### src/rtl/uart_tx_fifo_reader.sv
// uart_tx_fifo_reader: UART transmit serializer draining the show-ahead read
// port of the TX async FIFO in the rclk domain.
// Frame: start bit, DATA_WIDTH data bits LSB first, optional parity, stop bit(s).
// Optional feature macro: UART_TX_PARITY_EN (adds a parity bit after the data).
//
// state  | meaning
// -------+-----------------------------------------------------------
// IDLE   | line high, waiting for tx_en and a non-empty FIFO
// START  | start bit (tx=0) for CLKS_PER_BIT cycles
// DATA   | data bits, LSB first, one per CLKS_PER_BIT cycles
// PARITY | parity bit from the latched word (UART_TX_PARITY_EN only)
// STOP   | stop bit(s); the last cycle may pop the next word directly
module uart_tx_fifo_reader #(
    parameter int DATA_WIDTH   = 8,
    parameter int CLKS_PER_BIT = 16,
    parameter int STOP_BITS    = 1,
    parameter int PARITY_ODD   = 0
) (
    input  logic                  rclk,
    input  logic                  rrst_n,
    input  logic                  tx_en,
    input  logic [DATA_WIDTH-1:0] fifo_rdata,
    input  logic                  fifo_rempty,
    output logic                  fifo_rinc,
    output logic                  tx,
    output logic                  busy,
    output logic                  frame_done
);

    localparam int CW = (CLKS_PER_BIT > 1) ? $clog2(CLKS_PER_BIT) : 1;
    localparam int IW = (DATA_WIDTH > 1) ? $clog2(DATA_WIDTH) : 1;
    localparam logic [CW-1:0] CNT_LAST  = CW'(CLKS_PER_BIT - 1);
    localparam logic [IW-1:0] DATA_LAST = IW'(DATA_WIDTH - 1);
    localparam logic [IW-1:0] STOP_LAST = IW'(STOP_BITS - 1);

    // Elaboration-time parameter sanity checks
    if (CLKS_PER_BIT < 2) begin : g_chk_cpb
        $error("CLKS_PER_BIT must be >= 2");
    end
    if (STOP_BITS != 1 && STOP_BITS != 2) begin : g_chk_stop
        $error("STOP_BITS must be 1 or 2");
    end
    if (PARITY_ODD != 0 && PARITY_ODD != 1) begin : g_chk_par
        $error("PARITY_ODD must be 0 or 1");
    end
    if (DATA_WIDTH < 1) begin : g_chk_dw
        $error("DATA_WIDTH must be >= 1");
    end

    typedef enum logic [2:0] {
        ST_IDLE,
        ST_START,
        ST_DATA,
`ifdef UART_TX_PARITY_EN
        ST_PARITY,
`endif
        ST_STOP
    } state_t;

    state_t                state, state_n;
    logic [CW-1:0]         cnt, cnt_n;
    logic [IW-1:0]         idx, idx_n;
    logic [DATA_WIDTH-1:0] shreg, shreg_n;
    logic                  tx_n;
    logic                  wrap;
    logic                  can_pop;

    assign wrap    = (cnt == CNT_LAST);
    // Reset also masks the pop so the FIFO is never drained while held in reset
    assign can_pop = tx_en & ~fifo_rempty & rrst_n;

`ifdef UART_TX_PARITY_EN
    logic parity_q;

    // Parity is taken from the word as it is popped, not from the shifting copy
    always_ff @(posedge rclk or negedge rrst_n) begin
        if (!rrst_n)
            parity_q <= 1'b0;
        else if (fifo_rinc)
            parity_q <= (^fifo_rdata) ^ (PARITY_ODD != 0);
    end
`endif

    // Next-state, counters, shift register, pop and frame-done strobes
    always_comb begin
        state_n    = state;
        cnt_n      = wrap ? '0 : cnt + 1'b1;
        idx_n      = idx;
        shreg_n    = shreg;
        fifo_rinc  = 1'b0;
        frame_done = 1'b0;
        case (state)
            ST_IDLE: begin
                cnt_n = '0;
                idx_n = '0;
                if (can_pop) begin
                    fifo_rinc = 1'b1;
                    shreg_n   = fifo_rdata;
                    state_n   = ST_START;
                end
            end
            ST_START: begin
                if (wrap)
                    state_n = ST_DATA;
            end
            ST_DATA: begin
                if (wrap) begin
                    shreg_n = shreg >> 1;
                    if (idx == DATA_LAST) begin
                        idx_n = '0;
`ifdef UART_TX_PARITY_EN
                        state_n = ST_PARITY;
`else
                        state_n = ST_STOP;
`endif
                    end else begin
                        idx_n = idx + 1'b1;
                    end
                end
            end
`ifdef UART_TX_PARITY_EN
            ST_PARITY: begin
                if (wrap)
                    state_n = ST_STOP;
            end
`endif
            ST_STOP: begin
                if (wrap) begin
                    if (idx == STOP_LAST) begin
                        frame_done = 1'b1;
                        idx_n      = '0;
                        if (can_pop) begin
                            fifo_rinc = 1'b1;
                            shreg_n   = fifo_rdata;
                            state_n   = ST_START;
                        end else begin
                            state_n = ST_IDLE;
                        end
                    end else begin
                        idx_n = idx + 1'b1;
                    end
                end
            end
            default: begin
                state_n = ST_IDLE;
                cnt_n   = '0;
                idx_n   = '0;
            end
        endcase
    end

    // Line level for the coming cycle, so tx can be a plain flop
    always_comb begin
        tx_n = 1'b1;
        case (state_n)
            ST_START:  tx_n = 1'b0;
            ST_DATA:   tx_n = shreg_n[0];
`ifdef UART_TX_PARITY_EN
            ST_PARITY: tx_n = parity_q;
`endif
            default:   tx_n = 1'b1;
        endcase
    end

    // State, counters and registered outputs
    always_ff @(posedge rclk or negedge rrst_n) begin
        if (!rrst_n) begin
            state <= ST_IDLE;
            cnt   <= '0;
            idx   <= '0;
            shreg <= '0;
            tx    <= 1'b1;
            busy  <= 1'b0;
        end else begin
            state <= state_n;
            cnt   <= cnt_n;
            idx   <= idx_n;
            shreg <= shreg_n;
            tx    <= tx_n;
            busy  <= (state_n != ST_IDLE);
        end
    end

endmodule

### config.mk
export PLATFORM = sky130hd
export DESIGN_NAME = uart_tx_fifo_reader
export DESIGN_NICKNAME = d
export VERILOG_FILES = /design/src/rtl/uart_tx_fifo_reader.sv
export SDC_FILE = /design/constraint.sdc
export NUM_CORES = 1
export LEC_CHECK = 0
export ABC_CLOCK_PERIOD_IN_PS = 1900
export CAP_MARGIN = 10
export CORE_ASPECT_RATIO = 1.25
export CORE_MARGIN = 2
export CORE_UTILIZATION = 47
export CTS_CLUSTER_SIZE = 24
export DETAILED_ROUTE_END_ITERATION = 10
export GPL_ROUTABILITY_DRIVEN = 0
export PLACE_DENSITY = 0.86
export SLEW_MARGIN = 20
export SYNTH_ARGS = -nofsm -noshare
export SYNTH_HDL_FRONTEND = slang
export SYNTH_SLANG_ARGS = --single-unit
### constraint.sdc
create_clock -name rclk -period 1.9 [get_ports rclk]
set_input_delay 0.19 -clock rclk [delete_from_list [all_inputs] [get_ports rclk]]
set_output_delay 0.19 -clock rclk [all_outputs]
set_load 0.1 [all_outputs]
==> out/summary.txt, run 1 <==
Non-filler cells, final: 163
Nets: 149
CP startpoint kind: register
Top cells by area, synth: dfrtp_1 (44%), ha_1 (4.7%), a22oi_1 (4.2%)
Placed inst area: 1350 um^2
Placed cells: 152
Most frequent cell after synthesis: dfrtp_1
Max-cap viol count: 0
CP max FO: 4
Layout area overhead: 34.3%
Initial antenna violation count: 0
Net Count, Synth: 116
Largest net degree at the start of global routing: 21
Hold Buf Count CTS: 0
Syn_area_per_cell: 10.7 um^2
Share of the synthesized area in the top cell type: 44.3%
Maximum vdd drop: 536 uV
Delay of the slowest cell on the worst path: 0.41 ns
Layout cells sized above 1: 31.8%
Fin. max-slew vios: 0
Die area: 2680 um^2
1st-iter DRT viols: 26
I/O pins: 16
Worst EP arrival: 1.69 ns
RSZ-0062 raised after global routing: yes
Clk_lat worst skew: 0.31 ns
First-pass GRT wire length: 3850 um
Fin crit share: 99.1%
Core area: 2190 um^2
Synthesized area: 1070 um^2
Final wirelength: 2270 um
Status: complete, no violations
Die H: 57.4 um
Die X: 46.7 um
Yosys reg bits: 20
Asr flop ratio synth: 100%
Primary FF master, synth: dfrtp_1
Leak: 0.672 nW
Worst min path class: in2async
Post-synthesis sequential area ratio: 46.8%
Worst-path cell chain: inv_2 > ha_4 > and3b_2 > a21oi_2 > nor3_4 > buf_12
Inserted Diodes: 0
Gr ovfl total: 0
Fin. Hold Viols: 0
Worst path required time: 1.71 ns
H-tree Lvls: 1
Period minus WS final: 1.88 ns
Leading area contributor after synthesis: dfrtp_1
Synth warn: 0
Crit Path Class: reg2out
Std cell rows: 19
Post-synth cell types: 43
Vias: 883
CTS tree: done
CP Capture Type: output port
Syn Inst Count: 100
WL per Instance: 13.9 um
Fin Clk Skew: 0.0129 ns
PortBufs: 15
Clock tree buffer depth: 2
Pwr dens: 588 nW/um^2
Starting density of the core: 49.0%
Clock root buffer: clkbuf_4
Clock transition at path regs: 0.12 ns
Final setup vio count: 0
Post-route antenna net violation count: 0
Worst path slowest cell: dfrtp_1
Vias in the first global route: 875
Post-synth EDFFs: 0
DPL Wire Length: 1640 um
GRT Util Overall: 19.8%
Drt first pass iters: 6
Final Cell Area: 1440 um^2
Via density: 5.42
Post-route DRC: 0
FMAX: 531 MHz
CTS Buf Count: 3
Commonest cells in the synthesized netlist: dfrtp_1 (19), nand2_1 (8), o21ai_0 (7), a22oi_1 (6)
CTS Sinks: 20
per-layer routing:
metal	global-route usage (%)	up-vias	routed length [um]
met5	0	-	0
met4	5.95	0	25
met3	2.85	4	79
met2	34.1	19	1230
met1	25.1	432	934
li1	-	428	-
state kept, by name, indices dropped and copies added (netlist names):
signal  flops
state       3
busy        1
cnt         4
tx          1
idx         3
shreg       8
worst paths after layout:
path / start / end / slack, ns / cells after the start
max: idx[0] / fifo_rinc / 0.02 / 6
min: rrst_n / idx[0] / 0.30 / 2
max reg2reg: idx[1] / tx / 0.02 / 7
min reg2reg: shreg[2] / shreg[1] / 0.50 / 2
max in group asynchronous: rrst_n / tx / 1.31 / 2
min in group rclk: fifo_rdata[7] / shreg[7] / 0.41 / 3
final cells by class:
type                            instances  area, um^2
Tap cell                               31        38.8
Multi-Input combinational cell         72         569
Inverter                                5        18.8
Fill cell                             194         747
Sequential cell                        20         502
Timing Repair Buffer                   31         285
Clock buffer                            4        26.3
metrics by stage:
| stage | power, mW | hold WS (ns) | utilization, % | worst slack, ns | TNS [ns] |
|---|---|---|---|---|---|
| CTS | 0.854 | 0.313 | 65.5 | -0.0114 | -0.0114 |
| detailed placement | 0.642 | 0.482 | 61.5 | -0.113 | -0.113 |
| global placement | 0.635 | 0.466 | 61.5 | -0.0839 | -0.0839 |
| global route | 0.895 | 0.320 | 65.8 | -0.0528 | -0.0984 |
| finish | 0.847 | 0.298 | 65.8 | 0.0168 | 0 |
| floorplan | 0.576 | -0.106 | - | -0.451 | -3.55 |
cell families after synthesis:
family                   synth area share [%]
AND/OR/NAND/NOR                          20.7
AO/OA/AOI/OAI                            21.0
flip-flops                               46.8
buffers and inverters                    3.27
adder cells (fa/ha/maj)                  4.67
multiplexers                             2.45
other                                   0.350
XOR/XNOR                                0.817
power breakdown:
group	internal (mW)	switching, mW	total (mW)	leakage (nW)
combinational	0.0674	0.0787	0.146	0.395
clock	0.0819	0.128	0.210	0.0150
sequential	0.467	0.0237	0.491	0.262
timing repair:
item                       4_1_cts  5_1_grt
pin swaps                        3        5
resized for setup                7        0
setup endpoints to repair        2        2
setup buffers                    6        1
layout by cell type, fill, tap and decap left out, types with 2 or more instances in the layout:
| cell type | synthesis | routed |
|---|---|---|
| nor3_2 | 1 | 2 |
| a211o_1 | 2 | 2 |
| ha_1 | 4 | 2 |
| buf_4 | 1 | 18 |
| a21oi_2 | 2 | 2 |
| ha_4 | 0 | 2 |
| buf_12 | 0 | 2 |
| a22o_1 | 3 | 3 |
| inv_1 | 5 | 3 |
| dfrtp_1 | 19 | 19 |
| nand2b_1 | 4 | 4 |
| o21ai_0 | 7 | 7 |
| clkbuf_4 | 0 | 3 |
| a21o_1 | 2 | 2 |
| nor2_1 | 5 | 5 |
| nand2_1 | 8 | 8 |
| clkdlybuf4s50_1 | 0 | 11 |
| inv_2 | 0 | 2 |
| nand3b_1 | 2 | 2 |
| a22oi_1 | 6 | 6 |
worst max-delay path, delay by kind of cell (launching register included):
family,cells,cell delay [ns]
adders and majority gates,1,0.15
DFF,1,0.41
AOI/OAI and AO/OA,1,0.07
and+or+nand+nor,2,0.45
buffers and inverters,2,0.30
Note: power is estimated with default switching activity, not from simulation.
==> run 2: changes to the inputs <==
Settings changed: CORE_MARGIN 2 to default.
==> run 2 against run 1 <==
Against the previous run: the run now ends with negative setup slack left; first-iteration DRC count fell by 31%; clock skew about the same; sequential power about the same; design area up 4.7%; register-to-register slack worse by 0.03 ns; sequential share of layout area decreased by 1.6 points; critical path depth stayed put; hold slack lost 0.0061 ns; utilization rose by 3.1 points; worst setup slack worse by 0.030 ns; wire length grew 7.8%; final cell count up 2.5%; critical path type is now reg2reg; critical endpoint is now tx.
==> out/summary.txt, run 2 (synthesis results as in run 1) <==
Die H: 55.4 um (was 57.4 um)
CP max FO: 5 (was 4)
Flop-to-flop setup slack: -0.01 ns (was 0.02 ns)
Fin Clk Skew: 0.0128 ns (was 0.0129 ns)
Max-cap viol count: 0 (unchanged)
CP Capture Type: register (was output port)
RSZ-0062 raised after global routing: yes (unchanged)
I/O pins: 16 (unchanged)
Worst min path class: in2async (unchanged)
Placed cells: 151 (was 152)
Clock transition at path regs: 0.12 ns (about the same)
Die X: 44.7 um (was 46.7 um)
Final setup vio count: 1 (was 0)
Commonest non-fill, non-tap cell in the layout: buf_4 (was dfrtp_1)
Layout area overhead: 40.6% (was 34.3%)
Fin. Hold Viols: 0 (unchanged)
Initial antenna violation count: 0 (unchanged)
Delay of the slowest cell on the worst path: 0.43 ns (was 0.41 ns)
Fin util: 68.9% (was 65.8%)
Drt first pass iters: 4 (was 6)
Fin. max-slew vios: 0 (unchanged)
Die area: 2480 um^2 (was 2680 um^2)
CTS Buf Count: 3 (unchanged)
Largest net degree at the start of global routing: 21 (unchanged)
Reg-to-reg endpoint: tx (unchanged)
H-tree Lvls: 1 (unchanged)
Power, Total: 0.995 mW (was 0.847 mW)
CTS tree: done (unchanged)
Clk_lat worst skew: 0.32 ns (was 0.31 ns)
Fin crit share: 101% (was 99.1%)
Layout cells sized above 1: 34.6% (was 31.8%)
FF-to-FF path depth: 6 (was 7)
CP startpoint kind: register (unchanged)
Max reg flops: 8 (unchanged)
Top flop regs: shreg x8, cnt x4 (unchanged)
First-pass GRT wire length: 4180 um (was 3850 um)
DPL Wire Length: 1560 um (was 1640 um)
Commonest cells after routing, fill and taps aside: buf_4 (21), dfrtp_1 (19), clkdlybuf4s50_1 (11) (was dfrtp_1 (19), buf_4 (18), clkdlybuf4s50_1 (11))
Std cell rows: 19 (unchanged)
CTS Sinks: 20 (unchanged)
Final Cell Area: 1510 um^2 (was 1440 um^2)
1st-iter DRT viols: 18 (was 26)
Status: finished with violations (was complete, no violations)
Worst path slowest cell: dfrtp_1 (unchanged)
Worst path required time: 2.16 ns (was 1.71 ns)
Filler Cells Inserted: 162 (was 194)
Multi-input gate area: 577 um^2 (was 569 um^2)
Register bank with the most flops: shreg (unchanged)
WHS: 0.292 ns (was 0.298 ns)
Placed inst area: 1340 um^2 (was 1350 um^2)
Vias: 921 (was 883)
Inserted Diodes: 0 (unchanged)
Gr ovfl total: 0 (unchanged)
Pwr dens: 660 nW/um^2 (was 588 nW/um^2)
Starting density of the core: 49.0% (unchanged)
Maximum vdd drop: 630 uV (was 536 uV)
WL per Instance: 14.7 um (was 13.9 um)
FMAX: 523 MHz (was 531 MHz)
Vias in the first global route: 955 (was 875)
GRT Util Overall: 23.0% (was 19.8%)
Start of the worst register-to-register path: cnt[1] (was idx[1])
PortBufs: 15 (unchanged)
Clock root buffer: clkbuf_4 (unchanged)
Non-filler cells, final: 167 (was 163)
Final wirelength: 2450 um (was 2270 um)
Period minus WS final: 1.91 ns (was 1.88 ns)
Nets: 153 (was 149)
Setup TNS: -0.0130 ns (was 0 ns)
Leak: 0.710 nW (was 0.672 nW)
Post-route DRC: 0 (unchanged)
Clock tree buffer depth: 2 (unchanged)
Pre-CTS setup slack: -0.0784 ns (was -0.113 ns)
Failing checks: negative setup slack
Setup ws final: -0.0130 ns (was 0.0168 ns)
Worst EP arrival: 2.17 ns (was 1.69 ns)
Worst-path cell chain: ha_4 > and4_4 > buf_4 > a211oi_4 > or3b_1 > mux2_4 (was inv_2 > ha_4 > and3b_2 > a21oi_2 > nor3_4 > buf_12)
Core area: 2190 um^2 (unchanged)
Via density: 5.51 (was 5.42)
Crit Path Class: reg2reg (was reg2out)
Post-route antenna net violation count: 0 (unchanged)
Sequential cell area: 502 um^2 (unchanged)
[run 2: cell count changes in the layout (fill, tap and decap cells not counted)]
cell / change
bufinv_16: +1
clkbuf_1: -1
buf_4: +3
a211oi_2: -1
buf_6: +1
a211oi_4: +1
a21boi_0: -1
a21boi_1: +1
[run 2: worst max-delay path: cells and delay by family (launching register included)]
family / cells / cell delay [ns]
AND/OR/NAND/NOR: 2 / 0.57
flip-flops: 1 / 0.43
multiplexers: 1 / 0.27
AO/OA/AOI/OAI: 1 / 0.25
adder cells (fa/ha/maj): 1 / 0.19
buffers and inverters: 1 / 0.15
[run 2: layout make-up]
cell class	count	area share (%)
Multi-Input combinational cell	72	38.3
Sequential cell	20	33.3
Timing Repair Buffer	35	21.2
Tap cell	31	2.57
Clock inverter	1	1.99
Clock buffer	3	1.49
Inverter	5	1.24
[run 2: worst max-delay path by stage]
| stage | startpoint | to | slack, ns | depth (start not counted) |
|---|---|---|---|---|
| final | cnt[1] | tx | -0.01 | 6 |
| after global routing | idx[0] | tx | -0.06 | 7 |
| after CTS | idx[1] | fifo_rinc | 0.0007 | 7 |
| after detailed placement | rrst_n | tx | -0.08 | 6 |
| after global placement | rrst_n | tx | -0.08 | 6 |
| after floorplan | cnt[0] | tx | -0.45 | 7 |
[run 2: power breakdown]
group / internal, mW / switching [mW] / leakage, nW
Sequential: 0.467 / 0.0226 / 0.262
Combinational: 0.0703 / 0.0820 / 0.420
Clock: 0.214 / 0.139 / 0.0279
Total: 0.751 / 0.244 / 0.710
[run 2: metal layers]
layer  wire [um]  part of all wire, %  track usage [%]
met1         936                   38             28.8
met2        1360                   55             37.8
met3          91                  3.7             1.96
met4          63                  2.6             12.6
met5           0                    0                0
[run 2: repair_timing]
item	CTS	global route
pin swaps	3	4
buffers inserted	10	2
hold buffers	0	0
gates resized for setup	8	2
endpoints found under the setup margin	1	2
